--- src/rtl/vrail_monitor.sv ---
// Rail monitor: turns a streamed multi-channel ADC feed into debounced, hysteretic
// power-good / VIN-fault levels and sticky OV/UV/bad-channel flags for the sequencer.
module vrail_monitor #(
    parameter int                VRAILS     = 4,
    parameter int                ADC_W      = 12,
    parameter int                GLITCH_CNT = 3,
    parameter logic [ADC_W-1:0]  VIN_ON     = ADC_W'(12'hA00),
    parameter logic [ADC_W-1:0]  VIN_OFF    = ADC_W'(12'h980)
) (
    input  logic                    CLOCK,
    input  logic                    RESET_N,
    input  logic                    ADC_VALID,
    output logic                    ADC_READY,
    input  logic [3:0]              ADC_CHANNEL,
    input  logic [ADC_W-1:0]        ADC_DATA,
    input  logic [VRAILS*ADC_W-1:0] PG_ON,
    input  logic [VRAILS*ADC_W-1:0] PG_OFF,
    input  logic [VRAILS*ADC_W-1:0] OV_THRESH,
    input  logic [VRAILS-1:0]       VMON_ENA,
    input  logic                    CLR_FAULTS,
    output logic [VRAILS-1:0]       VRAIL_PWRGD,
    output logic                    VIN_FAULT,
    output logic [VRAILS-1:0]       OV_FLAG,
    output logic [VRAILS-1:0]       UV_FLAG,
    output logic                    BAD_CHAN
);

    localparam logic [3:0] VIN_CH   = 4'(VRAILS);
    localparam logic [3:0] CNT_LAST = 4'(GLITCH_CNT - 1);
    localparam logic [3:0] CNT_SAT  = 4'(GLITCH_CNT);

    typedef enum logic {ST_LOW, ST_HIGH} pg_state_t;

    typedef struct packed {
        logic      fell;
        pg_state_t st;
        logic [3:0] cnt;
    } pg_next_t;

    // Handshake: a sample moves when ADC_VALID && ADC_READY at a rising edge;
    // ADC_READY is held high whenever out of reset, so the feed is never stalled.
    logic                    r_ready;
    logic                    r_s1_vld;
    logic [3:0]              r_s1_ch;
    logic [ADC_W-1:0]        r_s1_data;

    logic                    r_s2_vld;
    logic                    r_s2_bad;
    logic [3:0]              r_s2_ch;
    logic                    r_s2_ge_on;
    logic                    r_s2_lt_off;
    logic                    r_s2_gt_ov;

    pg_state_t               r_rail_st [VRAILS];
    logic [3:0]              r_rail_cnt [VRAILS];
    logic [3:0]              r_ov_cnt [VRAILS];
    pg_state_t               r_vin_st;
    logic [3:0]              r_vin_cnt;
    logic [VRAILS-1:0]       r_ov;
    logic [VRAILS-1:0]       r_uv;
    logic                    r_bad;

    logic                    w_xfer;
    logic                    w_ch_ok;
    logic                    w_is_rail;
    logic [ADC_W-1:0]        w_on;
    logic [ADC_W-1:0]        w_off;
    logic [ADC_W-1:0]        w_ov;
    pg_next_t                w_rail_nxt [VRAILS];
    pg_next_t                w_vin_nxt;

    function automatic pg_next_t pg_step(input pg_state_t st, input logic [3:0] cnt,
                                         input logic ge_on, input logic lt_off);
        pg_next_t n;
        n.fell = 1'b0;
        n.st   = st;
        n.cnt  = '0;
        if (st == ST_LOW) begin
            if (ge_on) begin
                if (cnt == CNT_LAST) n.st  = ST_HIGH;
                else                 n.cnt = cnt + 4'd1;
            end
        end else if (lt_off) begin
            if (cnt == CNT_LAST) begin
                n.st   = ST_LOW;
                n.fell = 1'b1;
            end else begin
                n.cnt = cnt + 4'd1;
            end
        end
        return n;
    endfunction

    assign w_xfer  = ADC_VALID && r_ready;
    assign w_ch_ok = (r_s1_ch <= VIN_CH);

    always_ff @(posedge CLOCK) begin
        if (!RESET_N) begin
            r_ready   <= 1'b0;
            r_s1_vld  <= 1'b0;
            r_s1_ch   <= '0;
            r_s1_data <= '0;
        end else begin
            r_ready  <= 1'b1;
            r_s1_vld <= w_xfer;
            if (w_xfer) begin
                r_s1_ch   <= ADC_CHANNEL;
                r_s1_data <= ADC_DATA;
            end
        end
    end

    // VIN has no OV threshold; the all-ones default can never be exceeded.
    always_comb begin
        w_on      = VIN_ON;
        w_off     = VIN_OFF;
        w_ov      = '1;
        w_is_rail = 1'b0;
        for (int i = 0; i < VRAILS; i++) begin
            if (r_s1_ch == 4'(i)) begin
                w_on      = PG_ON[i*ADC_W +: ADC_W];
                w_off     = PG_OFF[i*ADC_W +: ADC_W];
                w_ov      = OV_THRESH[i*ADC_W +: ADC_W];
                w_is_rail = 1'b1;
            end
        end
    end

    always_ff @(posedge CLOCK) begin
        if (!RESET_N) begin
            r_s2_vld    <= 1'b0;
            r_s2_bad    <= 1'b0;
            r_s2_ch     <= '0;
            r_s2_ge_on  <= 1'b0;
            r_s2_lt_off <= 1'b0;
            r_s2_gt_ov  <= 1'b0;
        end else begin
            r_s2_vld    <= r_s1_vld && w_ch_ok;
            r_s2_bad    <= r_s1_vld && !w_ch_ok;
            r_s2_ch     <= r_s1_ch;
            r_s2_ge_on  <= (r_s1_data >= w_on);
            r_s2_lt_off <= (r_s1_data < w_off);
            r_s2_gt_ov  <= w_is_rail && (r_s1_data > w_ov);
        end
    end

    always_comb begin
        for (int i = 0; i < VRAILS; i++) begin
            w_rail_nxt[i] = pg_step(r_rail_st[i], r_rail_cnt[i], r_s2_ge_on, r_s2_lt_off);
        end
        w_vin_nxt = pg_step(r_vin_st, r_vin_cnt, r_s2_ge_on, r_s2_lt_off);
    end

    // Clears are written first so a set landing on the same edge takes precedence.
    always_ff @(posedge CLOCK) begin
        if (!RESET_N) begin
            for (int i = 0; i < VRAILS; i++) begin
                r_rail_st[i]  <= ST_LOW;
                r_rail_cnt[i] <= '0;
                r_ov_cnt[i]   <= '0;
            end
            r_vin_st  <= ST_LOW;
            r_vin_cnt <= '0;
            r_ov      <= '0;
            r_uv      <= '0;
            r_bad     <= 1'b0;
        end else begin
            if (CLR_FAULTS) begin
                r_ov  <= '0;
                r_uv  <= '0;
                r_bad <= 1'b0;
            end
            if (r_s2_bad) r_bad <= 1'b1;
            for (int i = 0; i < VRAILS; i++) begin
                if (r_s2_vld && r_s2_ch == 4'(i)) begin
                    r_rail_st[i]  <= w_rail_nxt[i].st;
                    r_rail_cnt[i] <= w_rail_nxt[i].cnt;
                    if (w_rail_nxt[i].fell && VMON_ENA[i]) r_uv[i] <= 1'b1;
                    if (r_s2_gt_ov) begin
                        if (r_ov_cnt[i] >= CNT_LAST) begin
                            r_ov[i]     <= 1'b1;
                            r_ov_cnt[i] <= CNT_SAT;
                        end else begin
                            r_ov_cnt[i] <= r_ov_cnt[i] + 4'd1;
                        end
                    end else begin
                        r_ov_cnt[i] <= '0;
                    end
                end
            end
            if (r_s2_vld && r_s2_ch == VIN_CH) begin
                r_vin_st  <= w_vin_nxt.st;
                r_vin_cnt <= w_vin_nxt.cnt;
            end
        end
    end

    always_comb begin
        for (int i = 0; i < VRAILS; i++) begin
            VRAIL_PWRGD[i] = (r_rail_st[i] == ST_HIGH);
        end
    end

    assign ADC_READY = r_ready;
    assign VIN_FAULT = (r_vin_st == ST_LOW);
    assign OV_FLAG   = r_ov;
    assign UV_FLAG   = r_uv;
    assign BAD_CHAN  = r_bad;

endmodule

--- config.mk ---
export PLATFORM = sky130hd
export DESIGN_NAME = vrail_monitor
export DESIGN_NICKNAME = d
export VERILOG_FILES = /design/src/rtl/vrail_monitor.sv
export SDC_FILE = /design/constraint.sdc
export NUM_CORES = 1
export LEC_CHECK = 0
export BUFFER_PORTS_ARGS = -buffer_cell sky130_fd_sc_hd__clkbuf_2
export CORE_ASPECT_RATIO = 0.9
export CORE_MARGIN = 1
export CORE_UTILIZATION = 45
export DETAILED_ROUTE_END_ITERATION = 16
export MAX_ROUTING_LAYER = met4
export PLACE_DENSITY = 0.76
export SLEW_MARGIN = 40
export SYNTH_ARGS = -nofsm -noshare
export SYNTH_HDL_FRONTEND = slang
export SYNTH_SLANG_ARGS = --single-unit
--- constraint.sdc ---
create_clock -name CLOCK -period 3.2 [get_ports CLOCK]
set_clock_uncertainty 0.1 [all_clocks]
set_input_delay 0.32 -clock CLOCK [delete_from_list [all_inputs] [get_ports CLOCK]]
set_output_delay 0.32 -clock CLOCK [all_outputs]
set_load 0.05 [all_outputs]
==> flow_metrics.py <==
metrics = {
    "clocking": {
        "clock_latency_ns": 0.33,
        "cts_resized": 0,
        "cts_setup_buffers": 0,
        "cts_tree": "done",
        "cts_buffer_depth": 2,
        "clkTransAtPathRegs_ns": 0.06,
        "root_buffer": "clkbuf_16",
        "cts_hold_buf": 0,
        "numCtsBuffers": 9,
        "htree_levels": 3,
        "cts.sinks": 77,
    },
    "routing": {
        "post_drt_wl_per_cell_um": 16.77,
        "via_count": 4502,
        "ant_nets": 0,
        "drc": 0,
        "wirelength_mm": 14.04,
        "dr.pass1.iters": 5,
        "drt_iter0_drc": 324,
        "vias_per_cell": 5.379,
    },
    "die": {
        "core_um2": 10900,
        "die_h_um": 102.6,
        "pin_count": 183,
        "initial_core_util_pct": 46.46,
        "num_rows": 36,
        "dieWidth_um": 113.8,
        "die-area_um2": 11680,
    },
    "timing": {
        "worstMarginPinSlew_ns": 0.6747,
        "slew_headroom_pct": 54.55,
        "min_period_ns": 2.526,
        "finalCritPeriodShare_pct": 78.93,
        "slew_violations": 0,
        "grt_setup_unrepaired": "false",
        "fmax_ghz": 0.3959,
        "tns_ns": 0,
        "hold_slack_ns": 0.1096,
        "finalSetupViolCount": 0,
        "hold_violations": 0,
    },
    "layout": {
        "final_common_cell": "clkbuf_2",
        "fin_util_pct": 59.01,
        "fin_nets": 901,
        "antennaDiodeCount": 0,
        "nFillCells": 939,
        "layout-drive-gt1-share_pct": 36.20,
        "finalNonFillerCells": 837,
        "mostFrequentLayoutCells": "182 x clkbuf_2, 73 x nand2_1, 58 x nor2_1",
        "syn_to_final_growth_pct": 27.00,
    },
    "synthesis": {
        "synth_ff_type": "dfxtp_1",
        "syn_inst": 503,
        "synth.distinct_cells": 51,
        "yosysSeqAreaShare_pct": 36.96,
        "yosys_warnings": 0,
        "ys_ff_latch": 77,
        "syn_avg_cell_area_um2": 10.07,
        "ys_async_sr_fraction_pct": 0,
        "synth_edf_count": 33,
        "netlist_area_um2": 5065,
    },
    "worst_setup_path": {
        "cpPeakStageDelay_ns": 0.54,
        "crit_path_max_fanout": 38,
        "worstSetupPathType": "flip-flop to flip-flop",
        "worstPathCellList": "buf_12 > mux4_2 > nor2_1 > ha_1 > a21o_1 > nand3_1 > a21oi_1 > a2111oi_0 > nor4_1",
        "critPathBufInv": 1,
        "critPathSlowestCell": "mux4_2",
        "worstPathRequired_ns": 3.30,
        "cp_top_family": "compound AO/OA/AOI/OAI gates",
        "cp_data_arrival_time_ns": 2.63,
        "cp-start-kind": "flip-flop",
        "critPathCaptureType": "flip-flop",
    },
    "grt": {
        "groute.usage.overall_pct": 24.93,
        "grt_pass1_vias": 4440,
        "antenna_found_initial": 0,
        "grt_max_degree": 39,
        "grt_pass1_wl_mm": 21.38,
        "overflow": 0,
    },
    "outcome": {
        "status": "finished, final reports clean",
    },
    "placement": {
        "io_buffers": 182,
        "globalplace.congestion": 0.9019,
        "hpwl_mm": 11.55,
        "placedCellCount": 821,
    },
    "power": {
        "powerDensity_nw_per_um2": 408.3,
        "power_leakage_uw": 0.002878,
        "vdd_drop_max_mv": 0.2788,
    },
    "job": {
        "max-cap-violations": 0,
    },
    "min_path": {
        "holdCritPathClass": "primary input to flip-flop",
    },
}
## metrics by stage
| stage | worst slack [ns] | total power [µW] | instance area, µm² |
|---|---|---|---|
| floorplan | 0.5052 | 1429 | 5076 |
| global placement | 0.7081 | 1604 | 6126 |
| detailed placement | 0.6750 | 1626 | 6126 |
| CTS | 0.6645 | 2642 | 6432 |
| global route | 0.4767 | 2736 | 6432 |
| finish | 0.6741 | 2627 | 6432 |
## final cells by class
class	count	area (µm²)	share of cell area [%]
Sequential cell	77	1873	29.12
Inverter	16	60.06	0.9337
Tap cell	152	190.2	2.957
Clock inverter	3	23.77	0.3696
Multi-Input combinational cell	390	3037	47.21
Clock buffer	13	282.8	4.396
Timing Repair Buffer	186	965.9	15.02
## synthesized netlist by cell type, types with 8 or more instances
master    number  area share, %
a21oi_1       41            4.1
and2_1         9            1.1
clkbuf_1      14            1.0
dfxtp_1       44             17
edfxtp_1      33             20
ha_1          53             13
inv_1         15            1.1
mux4_2        36             16
nand2_1       73            5.4
nand3_1       16            1.6
nand4_1       12            1.5
nor2_1        58            4.3
o21ai_0       18            1.8
xor2_1         8            1.4
## per-layer routing
metal / global-route usage [%] / vias up / routed length, µm
met5: - / - / 0
met1: 29.30 / 2126 / 5623
li1: - / 2197 / -
met2: 42.78 / 156 / 7223
met4: 10.89 / 0 / 377
met3: 3.998 / 23 / 812
## state kept, by name (all words and copies together), names as in the netlist, 4 cells and up
signal,flops
r_s2_ch,4
r_ov_cnt,16
r_vin_cnt,4
UV_FLAG,4
OV_FLAG,4
r_s1_data,12
r_rail_cnt,16
r_rail_st,4
r_s1_ch,4
## cell families (layout without fill, tap and decap cells)
group / count (synthesis) / after routing / share of synthesized area (%)
other: 1 / 4 / 0.07404
flip-flops: 77 / 77 / 36.96
XOR/XNOR: 12 / 12 / 2.075
buffers and inverters: 39 / 218 / 3.310
multiplexers: 37 / 37 / 16.21
adder cells (fa/ha/maj): 53 / 53 / 13.09
AO/OA/AOI/OAI: 84 / 84 / 9.857
AND/OR/NAND/NOR: 200 / 200 / 18.43
## report_power, final
group	leakage, µW	internal [µW]	switching [µW]
registers	0.000698	1060	40.0
logic	0.00203	264	244
clock network	0.000151	625	396
## tightest hold or removal path, cell delays in order
cell and delay (ns):
clkbuf_2 0.08, nand2_1 0.05, a21oi_1 0.05
## final timing paths
kind / startpoint / endpoint / slack, ns / cells past startpoint
setup / recovery: r_s1_ch[0] / r_s2_gt_ov / 0.67 / 9
hold / removal: ADC_DATA[5] / r_s1_data[5] / 0.11 / 3
setup reg to reg: r_s1_ch[0] / r_s2_gt_ov / 0.67 / 9
hold reg to reg: r_s1_data[0] / r_s1_data[0] / 0.36 / 2
No activity file was read; power rests on OpenSTA's default activity.
